<file path="config.mk">
export PLATFORM = sky130hd
export DESIGN_NAME = switch_case_seq_flat
export DESIGN_NICKNAME = d
export VERILOG_FILES = /design/src/rtl/switch_case_seq_if.sv /design/src/rtl/switch_case_seq.sv /design/src/flat_wrapper.sv
export SDC_FILE = /design/constraint.sdc
export NUM_CORES = 1
export LEC_CHECK = 0
export BUFFER_PORTS_ARGS = -buffer_cell sky130_fd_sc_hd__buf_2
export CAP_MARGIN = 20
export CORE_MARGIN = 1
export CORE_UTILIZATION = 30
export DETAILED_ROUTE_END_ITERATION = 10
export PLACE_DENSITY = 0.49
export SLEW_MARGIN = 15
export SYNTH_ARGS = -nofsm -noshare
export SYNTH_HDL_FRONTEND = slang
export SYNTH_SLANG_ARGS = --single-unit
</file>
<file path="constraint.sdc">
create_clock -name clk -period 3.2 [get_ports clk]
set_input_delay 0.16 -clock clk [delete_from_list [all_inputs] [get_ports clk]]
set_output_delay 0.16 -clock clk [all_outputs]
set_load 0.1 [all_outputs]
</file>
<file path="src/rtl/switch_case_seq_if.sv">
// Request/response bundle for the switch_case_seq mode sequencer.
// The sat line is present only when SWITCH_SAT_EN is defined.
interface switch_case_seq_if #(
  parameter int OUT_W = 2,
  parameter int REG_W = 3
);
  logic             sel;
  logic             in;
  logic [OUT_W-1:0] out;
  logic [REG_W-1:0] out_num;
  logic [1:0]       state_o;
  logic             busy;
`ifdef SWITCH_SAT_EN
  logic             sat;
`endif

  // Request source / checker side
  modport master (
    output sel, in,
`ifdef SWITCH_SAT_EN
    input  sat,
`endif
    input  out, out_num, state_o, busy
  );

  // Sequencer side
  modport slave (
    input  sel, in,
`ifdef SWITCH_SAT_EN
    output sat,
`endif
    output out, out_num, state_o, busy
  );
endinterface

</file>
<file path="src/rtl/switch_case_seq.sv">
// Four-state power/mode sequencer: IDLE -> ON (minimum dwell) -> DRAIN -> OFF.
// out_num counts up while ON and drains back to zero before OFF.
// Optional macro SWITCH_SAT_EN: out_num saturates instead of wrapping in ON,
// and the sat output flags an all-ones counter.
module switch_case_seq #(
  parameter int OUT_W = 2,
  parameter int REG_W = 3,
  parameter int DWELL = 3
) (
  input  logic                clk,
  input  logic                rst,
  switch_case_seq_if.slave    bus
);

  typedef enum logic [1:0] {
    IDLE  = 2'd0,
    ON    = 2'd1,
    DRAIN = 2'd2,
    OFF   = 2'd3
  } state_t;

  localparam int DW = $clog2(DWELL + 1);
  localparam logic [DW-1:0] DWELL_MAX = DW'(DWELL - 1);

  state_t           state_q, state_d;
  logic [REG_W-1:0] num_q, num_d;
  logic [DW-1:0]    dwell_q, dwell_d;

  // State, level counter and dwell counter registers
  always_ff @(posedge clk or posedge rst) begin
    if (rst) begin
      state_q <= IDLE;
      num_q   <= '0;
      dwell_q <= '0;
    end else begin
      state_q <= state_d;
      num_q   <= num_d;
      dwell_q <= dwell_d;
    end
  end

  // Next-state, counter and dwell update
  always_comb begin
    state_d = state_q;
    num_d   = num_q;
    dwell_d = dwell_q;
    case (state_q)
      IDLE: begin
        if (bus.in) begin
          state_d = ON;
          dwell_d = '0;
        end
      end
      ON: begin
`ifdef SWITCH_SAT_EN
        if (!(&num_q)) num_d = num_q + REG_W'(1);
`else
        num_d = num_q + REG_W'(1);
`endif
        if (dwell_q != DWELL_MAX) dwell_d = dwell_q + DW'(1);
        // Leaving is allowed only once the minimum on-time has elapsed
        if (!bus.in && dwell_q == DWELL_MAX) state_d = DRAIN;
      end
      DRAIN: begin
        // A fresh request wins over draining; the level is kept
        if (bus.in) begin
          state_d = ON;
          dwell_d = '0;
        end else if (num_q != '0) begin
          num_d = num_q - REG_W'(1);
        end else begin
          state_d = OFF;
        end
      end
      OFF: begin
        if (bus.in) begin
          state_d = ON;
          dwell_d = '0;
        end
      end
      default: state_d = state_q;
    endcase
  end

  // Mode code decode, zero latency from state and sel
  always_comb begin
    bus.out = '0;
    case (state_q)
      ON:      bus.out = OUT_W'(bus.sel);
      OFF:     bus.out = '1;
      default: bus.out = '0;
    endcase
  end

  assign bus.state_o = state_q;
  assign bus.out_num = num_q;
  assign bus.busy    = (state_q == ON) || (state_q == DRAIN);
`ifdef SWITCH_SAT_EN
  assign bus.sat     = &num_q;
`endif

endmodule

</file>
<file path="src/flat_wrapper.sv">
// flat-port wrapper written by rule: the top's interface ports become plain ports
module switch_case_seq_flat 
#(
  parameter int OUT_W = 2,
  parameter int REG_W = 3,
  parameter int DWELL = 3
)
  (clk, rst, bus_sel, bus_in, bus_out, bus_out_num, bus_state_o, bus_busy);
  switch_case_seq_if #(.OUT_W(OUT_W), .REG_W(REG_W)) bus_i ();
  input  logic clk;
  input  logic rst;
  input wire logic [$bits(bus_i.sel)-1:0] bus_sel;
  input wire logic [$bits(bus_i.in)-1:0] bus_in;
  output wire logic [$bits(bus_i.out)-1:0] bus_out;
  output wire logic [$bits(bus_i.out_num)-1:0] bus_out_num;
  output wire logic [$bits(bus_i.state_o)-1:0] bus_state_o;
  output wire logic [$bits(bus_i.busy)-1:0] bus_busy;
  assign bus_i.sel = bus_sel;
  assign bus_i.in = bus_in;
  assign bus_out = bus_i.out;
  assign bus_out_num = bus_i.out_num;
  assign bus_state_o = bus_i.state_o;
  assign bus_busy = bus_i.busy;
  switch_case_seq #(.OUT_W(OUT_W), .REG_W(REG_W), .DWELL(DWELL)) u_core (.clk(clk), .rst(rst), .bus(bus_i));
endmodule
</file>
After elaboration in Yosys (flattened, before gate mapping)
Index checks and enable logic that the tools add are counted.
{ "word_totals": {"output_inout_bits": 8, "wordCells": 41, "reg_bits": 7, "input_bits": 4} }
{ "op_classes": {"n_addsub": 3, "eq_ne": 12, "n_reduce_logical": 11, "muxes": 12} }
{ "op_table": {"columns": ["cell", "n"], "rows": [
  ["2-to-1 mux 2 bit", 6],
  ["!= test 2 x 1 -> 1 bit (second input constant)", 5],
  ["case mux 2 bit (2 select lines)", 2],
  ["equality test 2 bit (second input constant)", 3],
  ["2-to-1 mux 3 bit", 2],
  ["case mux 2 bit (3 select lines)", 1],
  ["case mux 3 bit (2 select lines)", 1],
  ["AND reduction 3 bit", 2],
  ["!= test 2 bit (second input constant)", 2],
  ["adder 3 x 1 -> 3 bit (second input constant)", 1],
  ["!= test 3 bit (second input constant)", 1],
  ["nonzero test 3 bit", 1],
  ["OR reduction 3 bit", 1],
  ["subtractor 3 x 1 -> 3 bit (second input constant)", 1],
  ["adder 2 x 1 -> 2 bit (second input constant)", 1],
  ["equality test 2 x 1 -> 1 bit (second input constant)", 1],
  ["logical NOT 2 bit", 1],
  ["AND reduction 2 bit", 1],
  ["nonzero test 2 bit", 1],
  ["OR reduction 2 bit", 1],
  ["logical AND 1 bit", 1],
  ["logical NOT 1 bit", 1],
  ["logical OR 1 bit", 1]
]} }

Longest topological paths before layout
{ "depth": {"ltp_word": 4, "ltp_mapped": 8, "mapped_depth_nobuf": 8} }

Worst setup path after synthesis
Ideal clock, no wire load.
{ "synth_timing": {"path_kind": "reg-to-output", "startpoint": "register u_core.state_q[1] (netlist: u_core.bus.state_o[1])", "endpoint": "output bus_out[0]", "slack_ns": 0.396, "path_buffers": 0, "stages_incl_launch_ff": 3, "required_ns": 3.040, "t_arrival_ns": 2.644, "path_cell_list": "dfrtp_1 > ha_1 > a21o_1"} }
{ "synth_via": {"elab_chain_cells": 2, "word_cells_on_any_way": 3, "classes_between": "eq/ne (2); mux (1)"} }
{ "synth_rtl": {"columns": ["element", "line", "rtl"], "rows": [
  ["start: declaration", "switch_case_seq.sv:25", "state_t state_q, state_d;"],
  ["start signal: assignment", "switch_case_seq.sv:36", "state_q <= state_d;"],
  ["equality test 2 bit or equality test 2 x 1 -> 1 bit (tied branches)", "switch_case_seq.sv:88", "case (state_q)"],
  ["case mux 2 bit (2 select lines) (*)", "switch_case_seq.sv:88", null],
  ["end: declaration", "flat_wrapper.sv:14", "output wire logic [$bits(bus_i.out)-1:0] bus_out;"]
]} }
Every way passes the cells marked *; elsewhere a longest branch is shown, timed or not.

Worst setup path in the final report
{ "layout_timing": {"startpoint": "register u_core.state_q[0] (netlist: u_core.bus.state_o[0])", "endpoint": "output bus_busy"} }
{ "layout_via": {"elab_chain_cells": 2, "word_cells_on_any_way": 3, "classes_between": "eq/ne (2); reduce/logical (1)"} }
{ "layout_rtl": {"columns": ["element", "line", "rtl"], "rows": [
  ["equality test 2 x 1 -> 1 bit or equality test 2 bit (tied branches)", "switch_case_seq.sv:97", "assign bus.busy = (state_q == ON) || (state_q == DRAIN);"],
  ["logical OR 1 bit (*)", "switch_case_seq.sv:97", null],
  ["end: declaration", "flat_wrapper.sv:17", "output wire logic [$bits(bus_i.busy)-1:0] bus_busy;"]
]} }
Marked as above.

==> results.toml <==
[hold_path]
hold_class = "input pin to register"
holdPathStages = 4

[floorplan]
fp.dieH_um = 41.8
die-area_mm2 = 0.00174
rows = 13
core_area_mm2 = 0.00138
start_util = 0.343
die_w_um = 41.8
io_pins = 12

[critical_path]
cp-start-kind = "register"
r2r_cells = 8
rrSetupSlack_ns = 1.53
crit_fanout = 5
arrival_ns = 1.60
startpoint = "u_core.bus.state_o[0]"
reg2reg_to = "u_core.bus.out_num[2]"
endpoint_kind = "output port"
crit_path_end = "bus_busy"
required_ns = 3.04
r2r_start = "u_core.bus.state_o[0]"
worst-setup-path-type = "register to output port"

[timing]
slew_headroom = 0.679
setup_tns_ns = 0
setup_ws_ns = 1.44
worstMarginPinSlew_ns = 0.485
finalClockSkew_ns = 0.00125
max_freq_mhz = 567
hold_viol_final = 0
rsz0062_at_grt = "no"
drv_slew = 0
fin_crit_ns = 1.76
period_share = 0.551
setup_viol = 0

[grt]
grt_pass1_wl_um = 1390
antenna_found_initial = 0
grt_pass1_vias = 322
grt_max_degree = 8
track_usage = 0.111
overflow = 0

[clocking]
worstSkewPairLatency_ns = 0.25
cts.repair.resized = 0
clock_tree.root_cell = "clkbuf_4"
clock-sinks = 7
path_clk_slew_ns = 0.05
cts_buffers = 3
max-clock-path-buffers = 2
cts_tree = "yes"
htreeDepth = 1

[detailed_routing]
drcViolationCount = 0
viasPerCell = 4.56
ant_nets = 0
drtIter0Drc = 5
vias = 351
first_pass_iters = 4
wl_um = 814
routedWlPerCell_um = 10.6

[final_layout]
final_nets = 74
antenna_cells = 0
finish.utilization = 0.423
final_cells = 77
drive_above_1_share = 0.323
syn_to_final_growth_pct = 23.2

[yosys]
synthDistinctLibCells = 20
yosysTopAreaCell = "dfrtp_1"
syn_area_per_cell_um2 = 10.3
ys_seq_area_frac = 0.369
netlist_instances = 46
yosysWarningCount = 0
synth_top_area_frac = 0.369
synthesis.nets = 57
ys_seq_elements = 7
ys_top_cells_by_area = "dfrtp_1 (37%), ha_1 (18%), inv_1 (5.5%), nand2_1 (4.0%), xor2_1 (3.7%)"
syn-cell-area_um2 = 474

[placement]
port_buffers = 11
dpl.hpwl_um = 664
pre_cts_ws_ns = 1.55
place.gp.congestion = 0.690
dp.cells = 72

[outcome]
outcome = "finished, final reports clean"

[job]
maxCapViolations = 0
## critical path: stages (launching register included)
cell,delay (ns)
dfrtp_1,0.41
inv_1,0.11
ha_1,0.36
inv_1,0.06
buf_2,0.41
## timing repair
action	CTS	global route
hold endpoints to repair	7	0
buffers inserted	0	0
setup endpoints to repair	0	0
hold buffers	1	0
## synth_stat cells (all sizes together)
library cell,number
ha,7
o21ai,3
nor2,3
a21o,1
mux2i,1
o22ai,1
mux2,2
nand2,5
o32a,1
nor3,2
dfrtp,7
a21oi,1
nand2b,1
a211oi,1
xnor2,1
xor2,2
inv,7
## layout make-up
cell class / instances / area [µm²]
flip-flops and latches: 7 / 175
clock buffers: 4 / 26.3
inverters: 7 / 26.3
repair buffers: 12 / 65.1
fillers: 139 / 798
multi-input cells: 32 / 273
well taps: 15 / 18.8
## worst min-delay path by stage
stage	start	endpoint	slack (ns)
6_report	bus_in	u_core.dwell_q[0]	0.32
3_5_place_dp	rst	u_core.dwell_q[1]	0.1
2_1_floorplan	rst	u_core.bus.out_num[0]	-0.04
3_3_place_gp	rst	u_core.bus.out_num[2]	0.11
4_1_cts	bus_in	u_core.dwell_q[0]	0.32
5_1_grt	bus_in	u_core.bus.state_o[1]	0.36
## routing by layer
layer,vias to the layer above,routed length (µm),share of wire,GRT usage
li1,183,-,-,-
met5,-,0,0,0
met3,2,41,0.050,0.0130
met2,11,320,0.39,0.144
met4,0,17,0.021,0.116
met1,155,436,0.54,0.151
## state kept, by name (all words and copies together) (netlist names)
signal / cells
u_core.bus.out_num: 3
u_core.bus.state_o: 2
u_core.dwell_q: 2
## cell families (layout without fill, tap and decap cells)
family	Yosys count	in the layout	share of synthesized area
AND/OR/NAND/NOR	11	11	0.127
AO/OA/AOI/OAI	8	8	0.132
adder cells (fa/ha/maj)	7	7	0.185
flip-flops	7	7	0.369
buffers and inverters	7	23	0.0554
XOR/XNOR	3	3	0.0554
multiplexers	3	3	0.0765
## placed cells by master (no fill, tap or decap), types with 2 or more instances in the layout
cell / instances
dfrtp_1: 7
ha_1: 7
o21ai_0: 3
nand2_1: 5
buf_2: 11
xor2_1: 2
nor2_1: 2
inv_1: 7
clkbuf_4: 3
## stage by stage
step / instance area [µm²] / hold WS, ns
6_report: 584 / 0.325
4_1_cts: 584 / 0.322
5_1_grt: 584 / 0.364
2_1_floorplan: 474 / -0.0366
3_5_place_dp: 548 / 0.0959
3_3_place_gp: 548 / 0.107
Power is left out: the tool's default activity adds up to more than one toggle a clock period on the data nets, which glitch-free logic cannot reach.
